`src/rtl/debounce_filter.sv`:
```
`default_nettype none
// ============================================================================
// Module   : debounce_filter
// Purpose  : Multi-channel switch debouncer: synchroniser, shared tick divider,
//            per-channel stable-sample counters with rise/fall pulses.
// Revision : 1.0
// ============================================================================
module debounce_filter #(
   parameter int   CLK_CNT_WIDTH = 24,
   parameter int   SW_WIDTH      = 4,
   parameter int   STABLE_CNT    = 4,
   parameter int   SYNC_STAGES   = 2,
   parameter logic INIT_LEVEL    = 1'b0
) (
   input  logic                     clk,
   input  logic                     rst_n,
   input  logic [CLK_CNT_WIDTH-1:0] div_i,
   input  logic                     en_i,
   input  logic [SW_WIDTH-1:0]      sw_in_i,
   output logic [SW_WIDTH-1:0]      sw_out_o,
   output logic [SW_WIDTH-1:0]      rise_o,
   output logic [SW_WIDTH-1:0]      fall_o,
   output logic                     tick_out_o
);

   localparam int                  C_CTR_W    = $clog2(STABLE_CNT + 1);
   localparam logic [C_CTR_W-1:0]  C_CTR_LAST = C_CTR_W'(STABLE_CNT - 1);
   localparam logic [SW_WIDTH-1:0] C_INIT_VEC = {SW_WIDTH{INIT_LEVEL}};

   // ------------------------------------------------------------------
   // Input synchronisers: run every clk regardless of en_i or tick.
   // ------------------------------------------------------------------
   logic [SW_WIDTH-1:0] sync_q [SYNC_STAGES];
   logic [SW_WIDTH-1:0] sync_last;

   always_ff @(posedge clk or negedge rst_n) begin
      if (!rst_n) begin
         for (int s = 0; s < SYNC_STAGES; s++) begin
            sync_q[s] <= C_INIT_VEC;
         end
      end else begin
         sync_q[0] <= sw_in_i;
         for (int s = 1; s < SYNC_STAGES; s++) begin
            sync_q[s] <= sync_q[s-1];
         end
      end
   end

   assign sync_last = sync_q[SYNC_STAGES-1];

   // ------------------------------------------------------------------
   // Tick divider. The >= compare makes a lowered div tick on the next
   // edge instead of waiting for the counter to wrap.
   // ------------------------------------------------------------------
   logic [CLK_CNT_WIDTH-1:0] cnt_q, cnt_d;
   logic                     tick_q, tick_d;

   always_comb begin
      cnt_d  = cnt_q;
      tick_d = 1'b0;
      if (!en_i) begin
         cnt_d = '0;
      end else if (cnt_q >= div_i) begin
         cnt_d  = '0;
         tick_d = 1'b1;
      end else begin
         cnt_d = cnt_q + CLK_CNT_WIDTH'(1);
      end
   end

   always_ff @(posedge clk or negedge rst_n) begin
      if (!rst_n) begin
         cnt_q  <= '0;
         tick_q <= 1'b0;
      end else begin
         cnt_q  <= cnt_d;
         tick_q <= tick_d;
      end
   end

   assign tick_out_o = tick_q;

   // ------------------------------------------------------------------
   // Per-channel stable counters and debounced outputs.
   // ------------------------------------------------------------------
   generate
      for (genvar i = 0; i < SW_WIDTH; i++) begin : g_chan
         logic [C_CTR_W-1:0] ctr_q, ctr_d;
         logic               out_q, out_d;
         logic               rise_q, rise_d;
         logic               fall_q, fall_d;

         always_comb begin
            ctr_d  = ctr_q;
            out_d  = out_q;
            rise_d = 1'b0;
            fall_d = 1'b0;
            if (tick_q && en_i) begin
               if (sync_last[i] == out_q) begin
                  ctr_d = '0;
               end else if (ctr_q == C_CTR_LAST) begin
                  ctr_d  = '0;
                  out_d  = sync_last[i];
                  rise_d = sync_last[i];
                  fall_d = ~sync_last[i];
               end else begin
                  ctr_d = ctr_q + C_CTR_W'(1);
               end
            end
         end

         always_ff @(posedge clk or negedge rst_n) begin
            if (!rst_n) begin
               ctr_q  <= '0;
               out_q  <= INIT_LEVEL;
               rise_q <= 1'b0;
               fall_q <= 1'b0;
            end else begin
               ctr_q  <= ctr_d;
               out_q  <= out_d;
               rise_q <= rise_d;
               fall_q <= fall_d;
            end
         end

         assign sw_out_o[i] = out_q;
         assign rise_o[i]   = rise_q;
         assign fall_o[i]   = fall_q;
      end
   endgenerate

endmodule
`default_nettype wire

```
`config.mk`:
```
export PLATFORM = sky130hd
export DESIGN_NAME = debounce_filter
export DESIGN_NICKNAME = d
export VERILOG_FILES = /design/src/rtl/debounce_filter.sv
export SDC_FILE = /design/constraint.sdc
export NUM_CORES = 1
export LEC_CHECK = 0
export CORE_MARGIN = 2
export CORE_UTILIZATION = 49
export DETAILED_ROUTE_END_ITERATION = 10
export PLACE_DENSITY_LB_ADDON = 0.3
export SETUP_SLACK_MARGIN = 0.3
export SLEW_MARGIN = 5
export SYNTH_ARGS = -nofsm -noshare
export SYNTH_HDL_FRONTEND = slang
export SYNTH_SLANG_ARGS = --single-unit
```
`constraint.sdc`:
```
create_clock -name clk -period 2.55 [get_ports clk]
set_clock_uncertainty 0.2 [all_clocks]
set_input_delay 0.51 -clock clk [delete_from_list [all_inputs] [get_ports clk]]
set_output_delay 0.51 -clock clk [all_outputs]
set_load 0.01 [all_outputs]
```
Yosys cells after proc, flatten, opt, wreduce, memory -nomap -nowiden. Cells that the tools add are included.

Add/subtract/negate cells: 5. Order comparisons: 1. Equality and inequality tests: 8. Multiplexer cells: 36. Bitwise gates (word level): 8. Reductions and logical operators: 5.

Operators by type and width (count): $mux W24 (2); $mux W1 (26); $add A24 B1 Y24 const B (1); $ge A24 B24 Y1 (1); $mux W3 (8); $add A3 B1 Y3 const B (4); $eq A3 B2 Y1 const B (4); $reduce_and A3 Y1 (4); $not A1 Y1 (8); $eq A1 B1 Y1 (4); $logic_and A1 B1 Y1 (1).

Bits in registers: 57. Input port bits: 31. Output and inout port bits: 13. Logic and storage cells: 83.

Logic depth before layout (Yosys ltp). Gate-level depths: netlist of the first run.

Word-level depth: 4. Depth in mapped cells: 8. Gate-level depth less buffers: 7.

Least setup slack after synthesis of the first run. Ideal clock, no wire load.

Kind: input to register. Start point: in div_i[23]. End point: reg cnt_q[17]. Setup time: 119 ps. Arrival: 1958 ps. Required time: 2231 ps. Setup slack: 273 ps. Stages on the path: 8. Path buffers: 1. Path through: inv_1 -> ha_1 -> nand4_2 -> nor4_4 -> nand4_2 -> o2111ai_4 -> buf_6 -> nor2_1.

Word-level cells in the longest chain between the ends: 3.

Ends and longest elaborated chain: start: declaration (line 17) `input logic [CLK_CNT_WIDTH-1:0] div_i,`; $ge A24 B24 Y1 (line 63) `end else if (cnt_q >= div_i) begin`; $mux W24 (line 63); $mux W24 (line 61) `if (!en_i) begin`; named net cnt_d[17] (line 55) `logic [CLK_CNT_WIDTH-1:0] cnt_q, cnt_d;`; end signal: assignment (line 76) `cnt_q <= cnt_d;`; end: declaration (line 55).

The timed path passes the listed nets, and every way through them passes these cells. A chain may end at the register's enable or synchronous reset.

Worst setup path in the final report of the first run.
Start point: in div_i[5]. End point: reg cnt_q[13].

The elaborated chain is that of the path after synthesis.

==> flow_metrics.env, run 1 <==
export IMPL_fin_crit_sh_pct=87.1
export IMPL_dp_slack_ps=-290
export IMPL_postSynthCellCount=309
export IMPL_gr_total_overflow=0
export IMPL_die_h_um=83.9
export IMPL_area_growth_pct=34.7
export IMPL_hp_class="reg -> reg"
export IMPL_routed_via_density=5.20
export IMPL_p_leak_nw=1.87
export IMPL_status="finished clean"
export IMPL_fin_total_pwr_mw=2.06
export IMPL_start_kind="input pin"
export IMPL_io_pins=44
export IMPL_fp_coreArea_um2=6280
export IMPL_rsz0062_at_grt="yes"
export IMPL_port_buffer_count=43
export IMPL_start_util_pct=49.9
export IMPL_tightest_slew_ps=600
export IMPL_maxSlewHeadroom_pct=60.0
export IMPL_power_switching_share_pct=22.9
export IMPL_grt_usage_pct=19.3
export IMPL_syn_avg_cell_area_um2=10.1
export IMPL_antenna_found_initial=0
export IMPL_critPathCaptureType="flip-flop"
export IMPL_worst_setup_path_type="in -> reg"
export IMPL_clock_fmax_mhz=450
export IMPL_post_route_cells_drive_above_1_share_pct=30.4
export IMPL_yosysSeqAreaShare_pct=45.6
export IMPL_clock_sinks=57
export IMPL_syn_nets=369
export IMPL_antenna_left=0
export IMPL_setup_viol=0
export IMPL_ys_seq_elements=57
export IMPL_cp_required_ps=2570
export IMPL_final_area_um2=4220
export IMPL_synth_top_area_cell="dfrtp_1"
export IMPL_clk_latency_ps=340
export IMPL_grt_max_degree=32
export IMPL_cts_tree="done"
export IMPL_slew_viol_final=0
export IMPL_dr_total_vias=2336
export IMPL_finalNetCount=427
export IMPL_crit_arrival_ps=2250
export IMPL_rows=29
export IMPL_syn_cell_area_um2=3130
export IMPL_synthArstFlopShare_pct=100
export IMPL_gp_congestion=0.798
export IMPL_drt_total_wl_um=6400
export IMPL_setup_ws_ps=330
export IMPL_clkTransAtPathRegs_ps=70
export IMPL_switching_power_uw=472
export IMPL_ir_drop_mv=0.326
export IMPL_p_int_mw=1.59
export IMPL_maxCapViolations=0
export IMPL_seq_power_share_pct=45.3
export IMPL_cts_root_buffer="clkbuf_8"
export IMPL_cts_buffer_depth=2
export IMPL_wire_per_inst_um=14.3
export IMPL_totalNegativeSetupSlack_ps=0
export IMPL_worstPathMaxFanout=6
export IMPL_power_frac_comb_pct=8.6
export IMPL_die_area_um2=7040
export IMPL_synthFlopType="dfrtp_1"
export IMPL_p_per_area_nw_per_um2=488
export IMPL_synth_edff_count=0
export IMPL_synth_area_top_cells="dfrtp_1, ha_1, xnor2_1, inv_1, nor2_1"
export IMPL_hold_viol=0
export IMPL_cts_buffers=9
export IMPL_dp_hpwl_um=4200
export IMPL_synth_top_area_share_pct=45.6
export IMPL_num_antenna_cells=0
export IMPL_final_common_cell="dfrtp_1"
export IMPL_ys_warn_count=0
export IMPL_layout_common_cells="dfrtp_1, nand2_1, nor2_1, clkdlybuf4s50_1, xnor2_1"
export IMPL_initialDrtViolationCount=82
export IMPL_htreeDepth=3
export IMPL_power_frac_clock_pct=46.1
export IMPL_die_w_um=83.9
export IMPL_dpl_cell_area_um2=3630
export IMPL_grt_pass1_wl_um=10800
export IMPL_drc=0
export IMPL_grt_pass1_vias=2393
export IMPL_drt_pass1_iter_count=4
export IMPL_period_minus_slack_ps=2220
export IMPL_yosysUniqueCellTypes=38
## metal layers
layer	global-route usage, %	vias to the layer above	share of wire, %
li1	-	1136	-
met1	25.0	1139	45
met2	31.8	44	50
met3	3.36	17	3.1
met4	8.80	0	2.3
met5	0	-	0
## stage by stage
step,util (%),hold slack (ps),std cells
after detailed placement,57.9,136,423
after global placement,57.9,132,423
after CTS,65.0,153,444
after global routing,67.2,159,449
after floorplan,-,14.4,309
final,67.2,150,449
## final timing paths
check	start	endpoint	slack, ps	cells after the start
min reg2reg	sync_q[4]	sync_last[0]	150	0
max in group asynchronous	rst_n	cnt_q[9]	1030	3
min in group asynchronous	rst_n	g_chan[1].rise_q	510	2
max reg2reg	cnt_q[9]	cnt_q[13]	350	7
max	div_i[5]	cnt_q[13]	330	9
min	sync_q[4]	sync_last[0]	150	0
## logic make-up after synthesis
kind of cell,share of synthesized area [%]
multiplexers,1.44
AND/OR/NAND/NOR,19.1
XOR/XNOR,7.27
adder cells (fa/ha/maj),11.6
buffers and inverters,7.71
AO/OA/AOI/OAI,7.31
flip-flops,45.6
## power groups by stage
stage / Combinational, mW / Sequential [mW] / Clock (mW)
6_report: 0.177 / 0.932 / 0.948
5_1_grt: 0.198 / 0.934 / 1.00
4_1_cts: 0.173 / 0.932 / 0.957
3_5_place_dp: 0.148 / 0.950 / 0
3_3_place_gp: 0.143 / 0.949 / 0
2_1_floorplan: 0.0618 / 0.946 / 0
## final cells by class
type                            count  area (µm²)
Fill cell                         500        2060
Multi-Input combinational cell    204        1750
Sequential cell                    57        1440
Timing Repair Buffer               64         596
Clock buffer                       11         141
Inverter                           31         116
Tap cell                           77        96.3
Clock inverter                      5        78.8
## worst max-delay path, stage by stage
cell             delay (ps)
clkdlybuf4s50_1         470
inv_2                    50
ha_4                    260
nand4_1                 130
a21oi_2                 190
a21oi_4                 100
o2111ai_4               280
buf_6                   200
nor2_2                   50
## flip-flops by register name, summed over array words and instances (netlist names)
| signal | cells |
|---|---|
| tick_out_o | 1 |
| g_chan.rise_q | 4 |
| cnt_q | 24 |
| g_chan.out_q | 4 |
| sync_q | 4 |
| g_chan.fall_q | 4 |
| sync_last | 4 |
| g_chan.ctr_q | 12 |
## Yosys cell counts, drive strengths merged (7+ instances only)
| master | count |
|---|---|
| dfrtp | 57 |
| nor2 | 32 |
| inv | 31 |
| ha | 29 |
| nand2 | 26 |
| xnor2 | 20 |
| buf | 15 |
| o21ai | 13 |
| a21oi | 11 |
| nand4 | 9 |
| nor3b | 8 |
| and2 | 7 |
| nor4 | 7 |
## what timing repair did
action / 4_1_cts / 5_1_grt
hold buffers: 1 / 0
pin swaps: 34 / 13
endpoints found under the setup margin: 25 / 24
gates resized for setup: 62 / 30
gates cloned: 2 / 0
hold endpoints to repair: 19 / 0
buffers inserted: 2 / 5
Note: power is estimated with default switching activity, not from simulation.
==> run 2: changes to the inputs <==
--- a/config.mk
+++ b/config.mk
@@ -5,6 +5,7 @@
 export SDC_FILE = /design/constraint.sdc
 export NUM_CORES = 1
 export LEC_CHECK = 0
+export CORE_ASPECT_RATIO = 0.6
 export CORE_MARGIN = 2
 export CORE_UTILIZATION = 49
 export DETAILED_ROUTE_END_ITERATION = 10
==> run 2 against run 1 <==
  * Largest cell class unchanged
  * Highest routed layer unchanged
  * First-iteration DRC count up 30%
  * Core utilization increased by 1.4 points
  * Register-to-register slack lost 150 ps
  * Setup slack got worse by 130 ps
  * Fmax shrank 5.4%
  * Cell count up 3.3%
  * Sequential power hardly changed
==> flow_metrics.env, run 2 (synthesized netlist as in run 1, its figures left out) <==
export IMPL_gr_total_overflow=0
export IMPL_start_util_pct=51.0
export IMPL_num_antenna_cells=0
export IMPL_grt_usage_pct=20.2
export IMPL_power_frac_clock_pct=38.6
export IMPL_grt_pass1_vias=2311
export IMPL_clock_sinks=57
export IMPL_finalCoreUtilization_pct=68.5
export IMPL_cts_tree="done"
export IMPL_setup_viol=0
export IMPL_p_int_mw=1.39
export IMPL_rsz0062_at_grt="yes"
export IMPL_largest_reg_flops=24
export IMPL_final_common_cell="dfrtp_1"
export IMPL_clkTransAtPathRegs_ps=60
export IMPL_drt_total_wl_um=6380
export IMPL_port_buffer_count=43
export IMPL_power_switching_share_pct=24.1
export IMPL_die_area_um2=7070
export IMPL_cts_buffer_depth=2
export IMPL_start_kind="flip-flop"
export IMPL_hold_viol=0
export IMPL_crit_chain="ha_1, a21o_1, a221o_1, a22oi_2, o2111ai_4, buf_4, buf_16, nor2_1"
export IMPL_cts_buffers=9
export IMPL_maxCapViolations=0
export IMPL_post_route_cells_drive_above_1_share_pct=26.1
export IMPL_layout_common_cells="dfrtp_1, nand2_1, nor2_1, clkdlybuf4s50_1, buf_4"
export IMPL_dr_total_vias=2307
export IMPL_cp_slowest_stage_delay_ps=400
export IMPL_io_pins=44
export IMPL_drt_pass1_iter_count=4
export IMPL_grt_max_degree=35
export IMPL_antenna_found_initial=0
export IMPL_worst_setup_path_type="reg -> reg"
export IMPL_die_w_um=107
export IMPL_gp_congestion=0.858
export IMPL_multi_input_area_um2=1690
export IMPL_power_frac_comb_pct=10.4
export IMPL_fin_crit_sh_pct=92.1
export IMPL_die_h_um=65.9
export IMPL_dpl_cell_area_um2=3650
export IMPL_ir_drop_mv=0.206
export IMPL_fp_coreArea_um2=6140
export IMPL_routed_via_density=4.97
export IMPL_clk_latency_ps=340
export IMPL_critPathCaptureType="flip-flop"
export IMPL_initialDrtViolationCount=107
export IMPL_largestRegisters="cnt_q: 24 flops, g_chan.ctr_q: 12 flops"
export IMPL_drc=0
export IMPL_grt_pass1_wl_um=10800
export IMPL_antenna_left=0
export IMPL_finalNetCount=436
export IMPL_slew_viol_final=0
export IMPL_wire_per_inst_um=13.7
export IMPL_switching_power_uw=441
export IMPL_period_minus_slack_ps=2350
export IMPL_dp_hpwl_um=4230
export IMPL_largest_register="cnt_q"
export IMPL_worstPathMaxFanout=5
export IMPL_status="finished clean"
export IMPL_p_leak_nw=1.92
export IMPL_cpMaxStageDelayCell="dfrtp_1"
export IMPL_num_fill_cells=438
export IMPL_htreeDepth=3
export IMPL_hp_class="reg -> reg"
export IMPL_cp_required_ps=2620
export IMPL_rows=22
export IMPL_final_area_um2=4210
export IMPL_seq_power_share_pct=51.0
export IMPL_maxSlewHeadroom_pct=63.8
export IMPL_whs_ps=146
export IMPL_cts_root_buffer="clkbuf_8"
export IMPL_register_area_um2=1430
export IMPL_crit_arrival_ps=2410
export IMPL_area_growth_pct=34.4
export IMPL_clock_fmax_mhz=426
export IMPL_tightest_slew_ps=542
export IMPL_p_per_area_nw_per_um2=435
## run 2: changes by cell type in the layout (fill, tap and decap cells not counted), sizes merged
| cell | delta |
|---|---|
| clkdlybuf4s50 | +2 |
| clkinv | +1 |
| bufinv | -2 |
| dlymetal6s2s | -2 |
| clkdlybuf4s15 | +1 |
| dlygate4sd2 | -1 |
| buf | +9 |
## run 2: what timing repair did
action | in CTS | in global routing
buffers inserted | 13 | 4
setup endpoints to repair | 25 | 25
resized for setup | 63 | 8
pin swaps | 24 | 8
cloned | 2 | 0
hold endpoints to repair | 23 | 0
hold buffers | 1 | 0
## run 2: area by class of cell
cell class / instances / area share [%]
clock inverter: 4 / 0.476
multi-input combinational: 204 / 40.1
tap: 84 / 2.50
clock buffer: 11 / 3.36
timing repair buffer: 73 / 16.7
inverter: 31 / 2.77
sequential: 57 / 34.0
## run 2: worst max-delay path, delay by kind of cell, from the launching register on
family / cells / cell delay [ps]
AO/OA/AOI/OAI: 4 / 980
adder cells (fa/ha/maj): 1 / 300
AND/OR/NAND/NOR: 1 / 90
buffers and inverters: 2 / 310
flip-flops: 1 / 400
## run 2: worst paths after layout
path	start	cells after the start	to	slack (ps)
min in group asynchronous	rst_n	2	cnt_q[10]	500
worst max register to register	cnt_q[9]	8	cnt_q[9]	200
worst min register to register	sync_q[6]	0	sync_last[2]	150
worst min-delay path	sync_q[6]	0	sync_last[2]	150
worst max-delay path	cnt_q[9]	8	cnt_q[9]	200
max in group asynchronous	rst_n	3	cnt_q[19]	1070
## run 2: per-stage QoR
stage	std cells	setup TNS, ps	total power, mW	setup WS, ps
after floorplan	309	0	1.01	304
after global placement	429	-5530	1.09	-230
after detailed placement	429	-6610	1.10	-292
after CTS	460	0	1.85	213
after global routing	464	0	1.91	90.1
final	464	0	1.83	202
## run 2: power groups by stage
stage,logic (mW),registers [mW],clock network (mW)
floorplan,0.0618,0.946,0
global placement,0.145,0.950,0
detailed placement,0.148,0.950,0
CTS,0.188,0.933,0.732
global route,0.210,0.936,0.761
finish,0.191,0.933,0.705
## run 2: metal layers
metal / wire (µm) / track usage, % / vias to the layer above
met5: 0 / 0 / -
met4: 79 / 6.98 / 0
met3: 345 / 6.11 / 7
met2: 2740 / 30.2 / 45
met1: 3210 / 28.0 / 1093
li1: - / - / 1162
==> run 3: changes to the inputs <==
--- a/config.mk
+++ b/config.mk
@@ -5,9 +5,10 @@
 export SDC_FILE = /design/constraint.sdc
 export NUM_CORES = 1
 export LEC_CHECK = 0
+export ABC_CLOCK_PERIOD_IN_PS = 2550
 export CORE_ASPECT_RATIO = 0.6
 export CORE_MARGIN = 2
-export CORE_UTILIZATION = 49
+export CORE_UTILIZATION = 55
 export DETAILED_ROUTE_END_ITERATION = 10
 export PLACE_DENSITY_LB_ADDON = 0.3
 export SETUP_SLACK_MARGIN = 0.3
==> run 3 against run 2 <==
  * Wire length increased by 16%
  * Critical path depth did not move
  * Highest routed layer unchanged
  * Global-route usage grew 5.5 points
  * Core utilization increased by 10 points
  * First-iteration DRC count grew 14%
  * Die area shrank 10%
  * Clock-buffer cell count grew 1
==> flow_metrics.env, run 3 (synthesized netlist as in run 1, its figures left out) <==
export IMPL_drt_total_wl_um=7410
export IMPL_num_fill_cells=351
export IMPL_register_area_um2=1440
export IMPL_period_minus_slack_ps=2410
export IMPL_crit_arrival_ps=2480
export IMPL_ir_drop_mv=0.359
export IMPL_fin_crit_sh_pct=94.5
export IMPL_finalCoreUtilization_pct=78.8
export IMPL_start_util_pct=56.5
export IMPL_largest_reg_flops=24
export IMPL_setup_viol=0
export IMPL_rsz0062_at_grt="yes"
export IMPL_fp_coreArea_um2=5540
export IMPL_drc=0
export IMPL_final_area_um2=4370
export IMPL_area_growth_pct=39.5
export IMPL_clock_fmax_mhz=415
export IMPL_clk_latency_ps=340
export IMPL_cts_tree="done"
export IMPL_clock_sinks=57
export IMPL_dr_total_vias=2421
export IMPL_largestRegisters="cnt_q: 24 flops, g_chan.ctr_q: 12 flops"
export IMPL_htreeDepth=3
export IMPL_cp_required_ps=2620
export IMPL_clkTransAtPathRegs_ps=60
export IMPL_final_common_cell="dfrtp_1"
export IMPL_die_area_um2=6330
export IMPL_drt_pass1_iter_count=4
export IMPL_post_route_cells_drive_above_1_share_pct=32.7
export IMPL_fin_cells=462
export IMPL_die_h_um=62.4
export IMPL_die_w_um=101
export IMPL_antenna_found_initial=0
export IMPL_slew_viol_final=0
export IMPL_cts_buffer_depth=2
export IMPL_status="finished clean"
export IMPL_critPathCaptureType="flip-flop"
export IMPL_maxCapViolations=0
export IMPL_antenna_left=0
export IMPL_port_buffer_count=43
export IMPL_worstPathMaxFanout=8
export IMPL_tightest_slew_ps=512
export IMPL_cpMaxStageDelayCell="dfrtp_2"
export IMPL_p_per_area_nw_per_um2=437
export IMPL_multi_input_area_um2=1790
export IMPL_grt_usage_pct=25.7
export IMPL_dpl_cell_area_um2=3640
export IMPL_io_pins=44
export IMPL_largest_register="cnt_q"
export IMPL_cp_slowest_stage_delay_ps=440
export IMPL_hp_class="reg -> reg"
export IMPL_layout_common_cells="dfrtp_1, nand2_1, clkdlybuf4s50_1, buf_4, xnor2_1"
export IMPL_grt_pass1_wl_um=12200
export IMPL_finalNetCount=438
export IMPL_grt_pass1_vias=2569
export IMPL_grt_max_degree=38
export IMPL_setup_ws_ps=139
export IMPL_cts_root_buffer="clkbuf_8"
export IMPL_p_leak_nw=1.92
export IMPL_num_antenna_cells=0
export IMPL_gp_congestion=0.854
export IMPL_worst_setup_path_type="reg -> reg"
export IMPL_path_delay_family="compound AO/OA/AOI/OAI gates"
export IMPL_start_kind="flip-flop"
export IMPL_maxSlewHeadroom_pct=65.9
export IMPL_routed_via_density=5.24
export IMPL_dp_slack_ps=-309
export IMPL_hold_viol=0
export IMPL_initialDrtViolationCount=122
export IMPL_dp_hpwl_um=4400
export IMPL_gr_total_overflow=0
export IMPL_crit_chain="ha_4, and2_4, a221o_1, a22oi_2, o2111ai_4, buf_6, buf_16, nor2_1"
export IMPL_crit_buf_inv=2
export IMPL_rows=21
export IMPL_wire_per_inst_um=16.0
export IMPL_cts_buffers=9
export IMPL_dp_cells=425
## run 3: cell types whose count changed in the layout (fill, tap and decap cells not counted), moves of 3 or more
| cell | before | now |
|---|---|---|
| nor2_1 | 24 | 13 |
| ha_1 | 18 | 13 |
| dfrtp_2 | 4 | 8 |
| dfrtp_1 | 53 | 49 |
| nor2_4 | 5 | 12 |
| nor2_2 | 3 | 7 |
| ha_4 | 11 | 14 |
## run 3: repair_timing
| item | 4_1_cts | 5_1_grt |
|---|---|---|
| buffers inserted | 12 | 7 |
| endpoints found under the hold margin | 20 | 0 |
| endpoints found under the setup margin | 25 | 24 |
| hold buffers | 1 | 0 |
| gates cloned | 2 | 0 |
| pin swaps | 39 | 7 |
| gates resized for setup | 80 | 22 |
## run 3: final cells by class
class                      instances  area share (%)
clock inverter                     3           0.344
sequential                        57            32.9
tap                               80            2.29
inverter                          31            2.66
timing repair buffer              75            17.1
clock buffer                      12            3.78
multi-input combinational        204            40.9
## run 3: routing by layer
metal / routed length [µm] / track usage [%]
met1: 3360 / 33.9
met2: 3570 / 39.5
met3: 314 / 8.39
met4: 167 / 10.1
met5: 0 / 0
## run 3: stage by stage
step	power [mW]	hold slack, ps	setup TNS [ps]
2_1_floorplan	1.01	14.4	0
5_1_grt	1.98	158	0
3_5_place_dp	1.10	136	-7020
4_1_cts	1.91	151	0
3_3_place_gp	1.09	133	-5450
6_report	1.91	148	0
## run 3: path summary, 6_finish.rpt
check / from / to / slack [ps] / cells past startpoint
hold / removal: sync_q[5] / sync_last[1] / 150 / 0
hold reg to reg: sync_q[5] / sync_last[1] / 150 / 0
max in group asynchronous: rst_n / cnt_q[11] / 1090 / 3
setup / recovery: cnt_q[11] / cnt_q[13] / 140 / 8
min in group asynchronous: rst_n / g_chan[2].fall_q / 470 / 2
setup reg to reg: cnt_q[11] / cnt_q[13] / 140 / 8
## run 3: power by group
| part | internal (mW) | total (mW) | switching, mW |
|---|---|---|---|
| clock | 0.421 | 0.771 | 0.350 |
| combinational | 0.109 | 0.207 | 0.0987 |
| sequential | 0.919 | 0.933 | 0.0132 |
